### src/rtl/game_ctrl.sv
// Game-flow controller: sequences title/staff/stage/success/fail screens and
// owns every status field the overlay renderer draws.
module game_ctrl #(
  parameter int KEYS_NEEDED = 3,
  parameter int START_HEART = 3,
  parameter int INV_CYCLES  = 25000000
) (
  input  logic       clk,
  input  logic       rst_n,
  input  logic [1:0] sel_stage,
  input  logic       btn_sel,
  input  logic       btn_next,
  input  logic       btn_back,
  input  logic       btn_retry,
  input  logic       btn_staff,
  input  logic       key_pick,
  input  logic       light_pick,
  input  logic       door_reach,
  input  logic       hit,
  output logic [3:0] state,
  output logic [1:0] key_find,
  output logic [1:0] heart,
  output logic [1:0] todo,
  output logic [3:0] play_valid
);

  typedef enum logic [3:0] {
    S_TITLE    = 4'd0,
    S_STAFF    = 4'd1,
    S_STAGE1   = 4'd2,
    S_SUCCESS1 = 4'd3,
    S_STAGE2   = 4'd4,
    S_SUCCESS2 = 4'd5,
    S_STAGE3   = 4'd6,
    S_SUCCESS3 = 4'd7,
    S_FAIL     = 4'd8
  } state_e;

  localparam logic [1:0]  TD_NONE  = 2'd0;
  localparam logic [1:0]  TD_KEY   = 2'd1;
  localparam logic [1:0]  TD_LIGHT = 2'd2;
  localparam logic [1:0]  TD_DOOR  = 2'd3;
  localparam logic [1:0]  KEYS     = 2'(KEYS_NEEDED);
  localparam logic [1:0]  HEART0   = 2'(START_HEART);
  localparam logic [24:0] INV_LOAD = 25'(INV_CYCLES - 1);

  state_e      state_q, state_d, last_q, last_d, enter_st;
  logic [1:0]  key_q, key_d, heart_q, heart_d, todo_q, todo_d;
  logic [3:0]  pv_q, pv_d;
  logic [24:0] inv_q, inv_d;
  logic        enter, go_title;

  always_ff @(posedge clk or negedge rst_n) begin
    if (!rst_n) begin
      state_q <= S_TITLE;
      last_q  <= S_STAGE1;
      key_q   <= 2'd0;
      heart_q <= HEART0;
      todo_q  <= TD_NONE;
      pv_q    <= 4'b0011;
      inv_q   <= '0;
    end else begin
      state_q <= state_d;
      last_q  <= last_d;
      key_q   <= key_d;
      heart_q <= heart_d;
      todo_q  <= todo_d;
      pv_q    <= pv_d;
      inv_q   <= inv_d;
    end
  end

  always_comb begin
    state_d  = state_q;
    last_d   = last_q;
    key_d    = key_q;
    heart_d  = heart_q;
    todo_d   = todo_q;
    pv_d     = pv_q;
    inv_d    = (inv_q != '0) ? inv_q - 25'd1 : '0;
    enter    = 1'b0;
    enter_st = S_STAGE1;
    go_title = 1'b0;

    case (state_q)
      S_TITLE: begin
        go_title = 1'b1;
        if (btn_sel) begin
          if (sel_stage != 2'd0 && pv_q[sel_stage]) begin
            enter = 1'b1;
            case (sel_stage)
              2'd1:    enter_st = S_STAGE1;
              2'd2:    enter_st = S_STAGE2;
              default: enter_st = S_STAGE3;
            endcase
          end
        end else if (btn_staff) begin
          go_title = 1'b0;
          state_d  = S_STAFF;
          key_d    = 2'd0;
          heart_d  = HEART0;
          todo_d   = TD_NONE;
        end
      end
      S_STAFF: begin
        key_d   = 2'd0;
        heart_d = HEART0;
        todo_d  = TD_NONE;
        if (btn_back) go_title = 1'b1;
      end
      S_STAGE1, S_STAGE2, S_STAGE3: begin
        if (btn_back) begin
          go_title = 1'b1;
        end else begin
          // All qualifications look at todo_q, so only one progress step per cycle
          if (key_pick && todo_q == TD_KEY) begin
            key_d = key_q + 2'd1;
            if (key_q + 2'd1 == KEYS) todo_d = TD_LIGHT;
          end
          if (light_pick && todo_q == TD_LIGHT) todo_d = TD_DOOR;
          if (hit && inv_q == '0) begin
            heart_d = heart_q - 2'd1;
            inv_d   = INV_LOAD;
          end
          if (heart_d == 2'd0) begin
            state_d = S_FAIL;
            todo_d  = TD_NONE;
          end else if (door_reach && todo_q == TD_DOOR) begin
            todo_d = TD_NONE;
            case (state_q)
              S_STAGE1: begin state_d = S_SUCCESS1; pv_d[2] = 1'b1; end
              S_STAGE2: begin state_d = S_SUCCESS2; pv_d[3] = 1'b1; end
              default:  state_d = S_SUCCESS3;
            endcase
          end
        end
      end
      S_SUCCESS1, S_SUCCESS2, S_SUCCESS3: begin
        todo_d = TD_NONE;
        if (btn_back) begin
          go_title = 1'b1;
        end else if (btn_next) begin
          case (state_q)
            S_SUCCESS1: begin enter = 1'b1; enter_st = S_STAGE2; end
            S_SUCCESS2: begin enter = 1'b1; enter_st = S_STAGE3; end
            default: begin
              state_d = S_STAFF;
              key_d   = 2'd0;
              heart_d = HEART0;
            end
          endcase
        end
      end
      S_FAIL: begin
        heart_d = 2'd0;
        todo_d  = TD_NONE;
        if (btn_retry) begin
          enter    = 1'b1;
          enter_st = last_q;
        end else if (btn_back) begin
          go_title = 1'b1;
        end
      end
      default: go_title = 1'b1;
    endcase

    if (go_title) begin
      state_d = S_TITLE;
      key_d   = 2'd0;
      heart_d = HEART0;
      todo_d  = TD_NONE;
    end
    if (enter) begin
      state_d = enter_st;
      last_d  = enter_st;
      key_d   = 2'd0;
      heart_d = HEART0;
      todo_d  = TD_KEY;
      inv_d   = '0;
    end
  end

  assign state      = state_q;
  assign key_find   = key_q;
  assign heart      = heart_q;
  assign todo       = todo_q;
  assign play_valid = pv_q;

endmodule

### config.mk
export PLATFORM = sky130hd
export DESIGN_NAME = game_ctrl
export DESIGN_NICKNAME = d
export VERILOG_FILES = /design/src/rtl/game_ctrl.sv
export SDC_FILE = /design/constraint.sdc
export NUM_CORES = 1
export LEC_CHECK = 0
export ABC_AREA = 1
export BUFFER_PORTS_ARGS = -buffer_cell sky130_fd_sc_hd__clkbuf_2
export CORE_MARGIN = 4
export CORE_UTILIZATION = 60
export CTS_BUF_LIST = sky130_fd_sc_hd__clkbuf_4 sky130_fd_sc_hd__clkbuf_8
export DETAILED_ROUTE_END_ITERATION = 12
export GPL_ROUTABILITY_DRIVEN = 0
export PLACE_DENSITY = 0.9
export SYNTH_ARGS = -nofsm -noshare
export SYNTH_HDL_FRONTEND = slang
export SYNTH_SLANG_ARGS = --single-unit
### constraint.sdc
create_clock -name clk -period 2 [get_ports clk]
set_input_delay 0.3 -clock clk [delete_from_list [all_inputs] [get_ports clk]]
set_output_delay 0.3 -clock clk [all_outputs]
set_load 0.1 [all_outputs]
-- Word level (Yosys, flattened, before mapping)
Index checks and enable logic that the tools add are counted.
W data, S select, Z words.
- register bits: 41
- input port bits: 13
- output and inout port bits: 14
- logic and storage cells: 133
- add/subtract/negate cells: 3
- $lt $le $gt $ge: 1
- equality and inequality tests: 24
- mux-type cells: 70
- bitwise operators: 2
- reductions and logical operators: 25
- operator list (cell ; count):
    $mux W25 ; 5
    $mux W2 ; 28
    $mux W4 ; 11
    $ne A4 B4 Y1 const B ; 7
    $logic_not A25 Y1 ; 1
    $reduce_bool A25 Y1 ; 1
    $sub A25 B1 Y25 const B ; 1
    $pmux W4 S3 ; 2
    $pmux W3 S2 ; 3
    $eq A4 B3 Y1 const B ; 4
    $reduce_and A8 Y1 ; 2
    $ne A7 B7 Y1 const B ; 2
    $mux W3 ; 4
    $mux W1 ; 11
    $pmux W2 S5 ; 1
    $reduce_and A5 Y1 ; 2
    $reduce_bool A5 Y1 ; 2
    $eq A2 B2 Y1 const B ; 4
    $eq A4 B2 Y1 const B ; 2
    $pmux W2 S4 ; 1
    $reduce_and A7 Y1 ; 1
    $reduce_bool A7 Y1 ; 1
    $reduce_or A7 Y1 ; 1
    $pmux W1 S3 ; 2
    19 further kinds ; 26

-- Depth between registers and ports, before layout
- word-level depth: 11
- depth in mapped cells: 14
- gate-level depth less buffers: 14

-- Worst setup path before layout
No wires, ideal clock.
- kind: flip-flop to flip-flop
- start: reg state_q[3] (netlist: state[3])
- end: reg key_q[1] (netlist: key_find[1])
- setup time: 0.077 ns
- data arrival time: 2.080 ns
- data required time: 1.923 ns
- path slack: -0.156 ns
- stages on the path, launching flop included: 11
- path buffers: 0
- clock period less this slack: 2.156 ns
- path through: dfrtp_1 > nor2_1 > inv_2 > nor2_2 > nand3_1 > inv_1 > nor2_2 > nand3_1 > nand3_1 > nand2_1 > o21ai_1
- word-level cells in the longest chain between the ends: 8
- elaborated cells on any way between the ends: 30
- those cells by class: eq/ne (15); mux (8); reduce/logical (7)
- RTL lines (element ; line ; RTL):
    start: declaration ; 47 ; state_e state_q, state_d, last_q, last_d, enter_st;
    start signal: assignment ; 63 ; state_q <= state_d;
    $eq A4 B3 Y1 or $eq A4 B2 Y1 (tied branches) ; 85, 143 ;
    $reduce_or A2 Y1 (no source line) ; - ;
    $mux W1 ; 143 ; case (state_q)
    $mux W1 ; 142 ; end else if (btn_next) begin
    $mux W1 ; 140 ; if (btn_back) begin
    $pmux W1 S3 ; 85 ; case (state_q)
    $ne A4 B4 Y1 (no source line) or $reduce_bool A6 Y1 (tied branches) ; - ;
    $reduce_and A8 Y1 (no source line) ; - ;
    end signal: assignment ; 65 ; key_q <= key_d;
    end: declaration ; 48 ; logic [1:0] key_q, key_d, heart_q, heart_d, todo_q, todo_d;
Parallel ways exist; a longest one is shown, timed or not.
A chain may end at the register's enable or synchronous reset.

-- Worst setup path after layout
- start: reg inv_q[0]
- end: reg state_q[1] (netlist: state[1])
- word-level cells in the longest chain between the ends: 11
- elaborated cells on any way between the ends: 13
- those cells by class: eq/ne (1); mux (8); reduce/logical (4)
- RTL lines (element ; line ; RTL):
    start: declaration ; 50 ; logic [24:0] inv_q, inv_d;
    start signal: assignment ; 69 ; inv_q <= inv_d;
    $logic_not A25 Y1 (*) ; 121 ; if (hit && inv_q == '0) begin
    $logic_and A1 B1 Y1 (*) ; 121 ;
    $mux W2 (*) ; 121 ;
    $mux W2 (*) ; 112 ; if (btn_back) begin
    $mux W2 (*) ; 85 ;
    $logic_not A2 Y1 (*) ; 125 ; if (heart_d == 2'd0) begin
    $mux W4 ; 125 ;
    $mux W4 ; 112 ;
    $pmux W4 S3 ; 85 ;
    $mux W4 ; 167 ; if (go_title) begin
    $mux W4 ; 173 ; if (enter) begin
Every way passes the cells marked *; elsewhere a longest branch is shown, timed or not. The select of a mux whose other input is x is not followed.

==> results.yml <==
clock_network:
  cts_inserted_buffers: 5
  clk_pin_slew_ps: 80
  cts_buffer_depth: 2
  htreeDepth: 2
  ctsRootBufferMaster: "clkbuf_8"
  clock_sinks: 41
  clkLatencyLatePin_ps: 300
  cts_tree: "built"
die:
  die_h_um: 71.2
  die_w_um: 71.2
  io_pins: 27
  core_mm2: 0.00377
  initial_core_util: 0.636
  std_cell_rows: 22
  dieArea_mm2: 0.00507
critical_path:
  cp.arrival_ps: 2070
  cp-startpoint: "inv_q[0]$_DFF_PN0_"
  start_kind: "register"
  rr_worst_depth: 13
  critPathKind: "register to register"
  worstPathRequired_ps: 2180
  critPathCapture: "state[1]$_DFFE_PN0P_"
  r2r-end: "state[1]$_DFFE_PN0P_"
  worstPathMaxFanout: 8
  r2r_setup_slack_ps: 110
  critPathCaptureType: "register"
  r2r-start: "inv_q[0]$_DFF_PN0_"
routing:
  routed_via_density: 5.29
  wl_per_cell_um: 13.5
  via_count: 2072
  remaining_drc_errors: 0
  ant_nets: 0
  routed_wl_um: 5280
  first_pass_iters: 4
  first_iter_violations: 121
global_routing:
  grt_pass1_vias: 2109
  antenna_found_initial: 0
  grt_pass1_wl_um: 9050
  gr-total-overflow: 0
  grt_use_total: 0.222
  grt_max_degree: 25
synthesis:
  synth_top_cell_by_area: "dfrtp_1"
  yosys_warnings: 0
  ys_ff_latch: 41
  synth_top_family_by_area: "simple AND/OR/NAND/NOR gates"
  synth_area_leaders: "dfrtp_1 (40%), nand2_1 (11%), nor2_1 (7.0%)"
  synth_cell_types: 32
  synthSimpleGateAreaFrac: 0.318
  syn_area_mm2: 0.00240
  syn_inst: 310
  synth_top_area_share: 0.397
  synth_mux_area_frac: 0
  synth_xor_area_frac: 0.0840
  syn_area_per_cell_um2: 7.73
  synth-compound-area-share: 0.0799
  ys_seq_area_frac: 0.430
  synthAdderAreaFrac: 0.0104
sta:
  rsz0062_at_grt: "yes"
  finalSetupViolations: 0
  hold_viol_final: 0
  hold_slack_ps: 321
  finalClockSkew_ps: 4.02
  fmax_mhz: 528
  period_needed_ps: 1890
  tns_ps: 0
  slew_violations: 0
  post-route-period-util: 0.947
  timing.slew.headroom: 0.637
  worstMarginPinSlew_ps: 546
power:
  p_per_area_mw_per_mm2: 1450
  leakagePower_nw: 1.41
  ir_worst_vdd_mv: 0.825
cells_and_area:
  num-nets-final: 358
  drive_above_1_share: 0.230
  n_antenna_cell: 0
  area_delta_synth_final_pct: 15.0
run_status:
  status: "completed"
hold_path:
  min_path_type: "input pin to register"
placement:
  dpl.hpwl_um: 3800
  port_buffers: 24
flow_run:
  max_cap_violations: 0
## flip-flops by register name (all words and copies together) (netlist names)
register	count
inv_q	25
state	4
key_find	2
heart	2
last_q	4
play_valid	2
todo	2
## critical path: stages, from the launching register on
cell	delay, ps
dfrtp_1	380
inv_1	80
ha_2	180
nand2_1	100
nor2_4	160
nand2_4	100
nor2_2	100
nand3_1	100
nand2_2	120
nand3_4	130
nand2_4	120
nand2_4	60
nand2_1	70
nand2_1	70
## final cells by class
class                           instances  area, um^2
Fill cell                             287        1010
Multi-Input combinational cell        224        1210
Sequential cell                        41        1030
Clock buffer                            7        96.3
Tap cell                               48        60.1
Inverter                               41         154
Clock inverter                          1        5.00
Timing Repair Buffer                   30         193
## how the worst min path moves through the flow
stage	from	end	depth (start not counted)	slack, ps
6_report	btn_retry	last_q[0]$_DFFE_PN0P_	3	320
5_1_grt	btn_retry	last_q[0]$_DFFE_PN0P_	3	340
4_1_cts	btn_retry	last_q[0]$_DFFE_PN0P_	3	310
3_5_place_dp	rst_n	inv_q[7]$_DFF_PN0_	1	300
3_3_place_gp	rst_n	inv_q[5]$_DFF_PN0_	1	300
2_1_floorplan	rst_n	inv_q[0]$_DFF_PN0_	0	4
## layer usage
metal,vias to the layer above,track usage,part of all wire
li1,1041,-,-
met1,960,0.269,0.42
met2,61,0.384,0.51
met3,10,0.0533,0.054
met4,0,0.0814,0.018
met5,-,0,0
## logic make-up after synthesis
| kind of cell | count (synthesis) |
|---|---|
| other cells | 1 |
| buf+inv | 46 |
| fa+ha+maj | 2 |
| flops | 41 |
| compound gates | 36 |
| simple gates | 161 |
| xor+xnor | 23 |
## timing repair
action / CTS / global route
setup buffers: 0 / 3
hold buffers: 1 / 0
setup endpoints to repair: 0 / 22
gates resized for setup: 0 / 8
endpoints found under the hold margin: 19 / 0
## synthesized netlist by cell type
master / n
nand2_1: 68
nor2_1: 45
dfrtp_1: 38
inv_1: 35
xor2_1: 17
o21ai_1: 16
o21ai_0: 11
nand3_1: 10
nor2_2: 10
nand4_1: 9
inv_2: 6
xnor2_1: 6
a21oi_1: 5
nand2_2: 4
nor3_1: 4
buf_2: 3
dfstp_2: 3
buf_4: 2
ha_1: 2
nand3_4: 2
nor2_4: 2
nor3_2: 2
conb_1: 1
nand2_4: 1
nand3_2: 1
nand4_2: 1
nor4_1: 1
o2111ai_1: 1
o211ai_1: 1
o21a_1: 1
o31ai_1: 1
or2_2: 1
## layout by cell type (no fill, tap or decap), drive strengths merged, types with 6 or more instances in the layout
cell / instances
xor2: 17
nand2: 73
nand3: 13
nor2: 57
nor3: 6
o21ai: 27
clkbuf: 31
dfrtp: 38
xnor2: 6
nand4: 10
inv: 41
## through the flow
stage	instances	total power, mW	setup WS, ps	area, um^2	utilization
after global placement	380	3.22	224	2600	0.688
after floorplan	311	2.89	74.9	2410	-
after detailed placement	380	3.30	138	2600	0.688
final	392	3.99	106	2760	0.731
after CTS	389	3.91	87.2	2710	0.718
after global routing	392	4.30	-46.6	2760	0.731
## power breakdown
group          switching [mW]  internal (mW)  total [mW]
combinational            1.45          0.630        2.08
sequential              0.232           1.08        1.32
clock                   0.283          0.312       0.595
No activity file was read; power rests on OpenSTA's default activity.
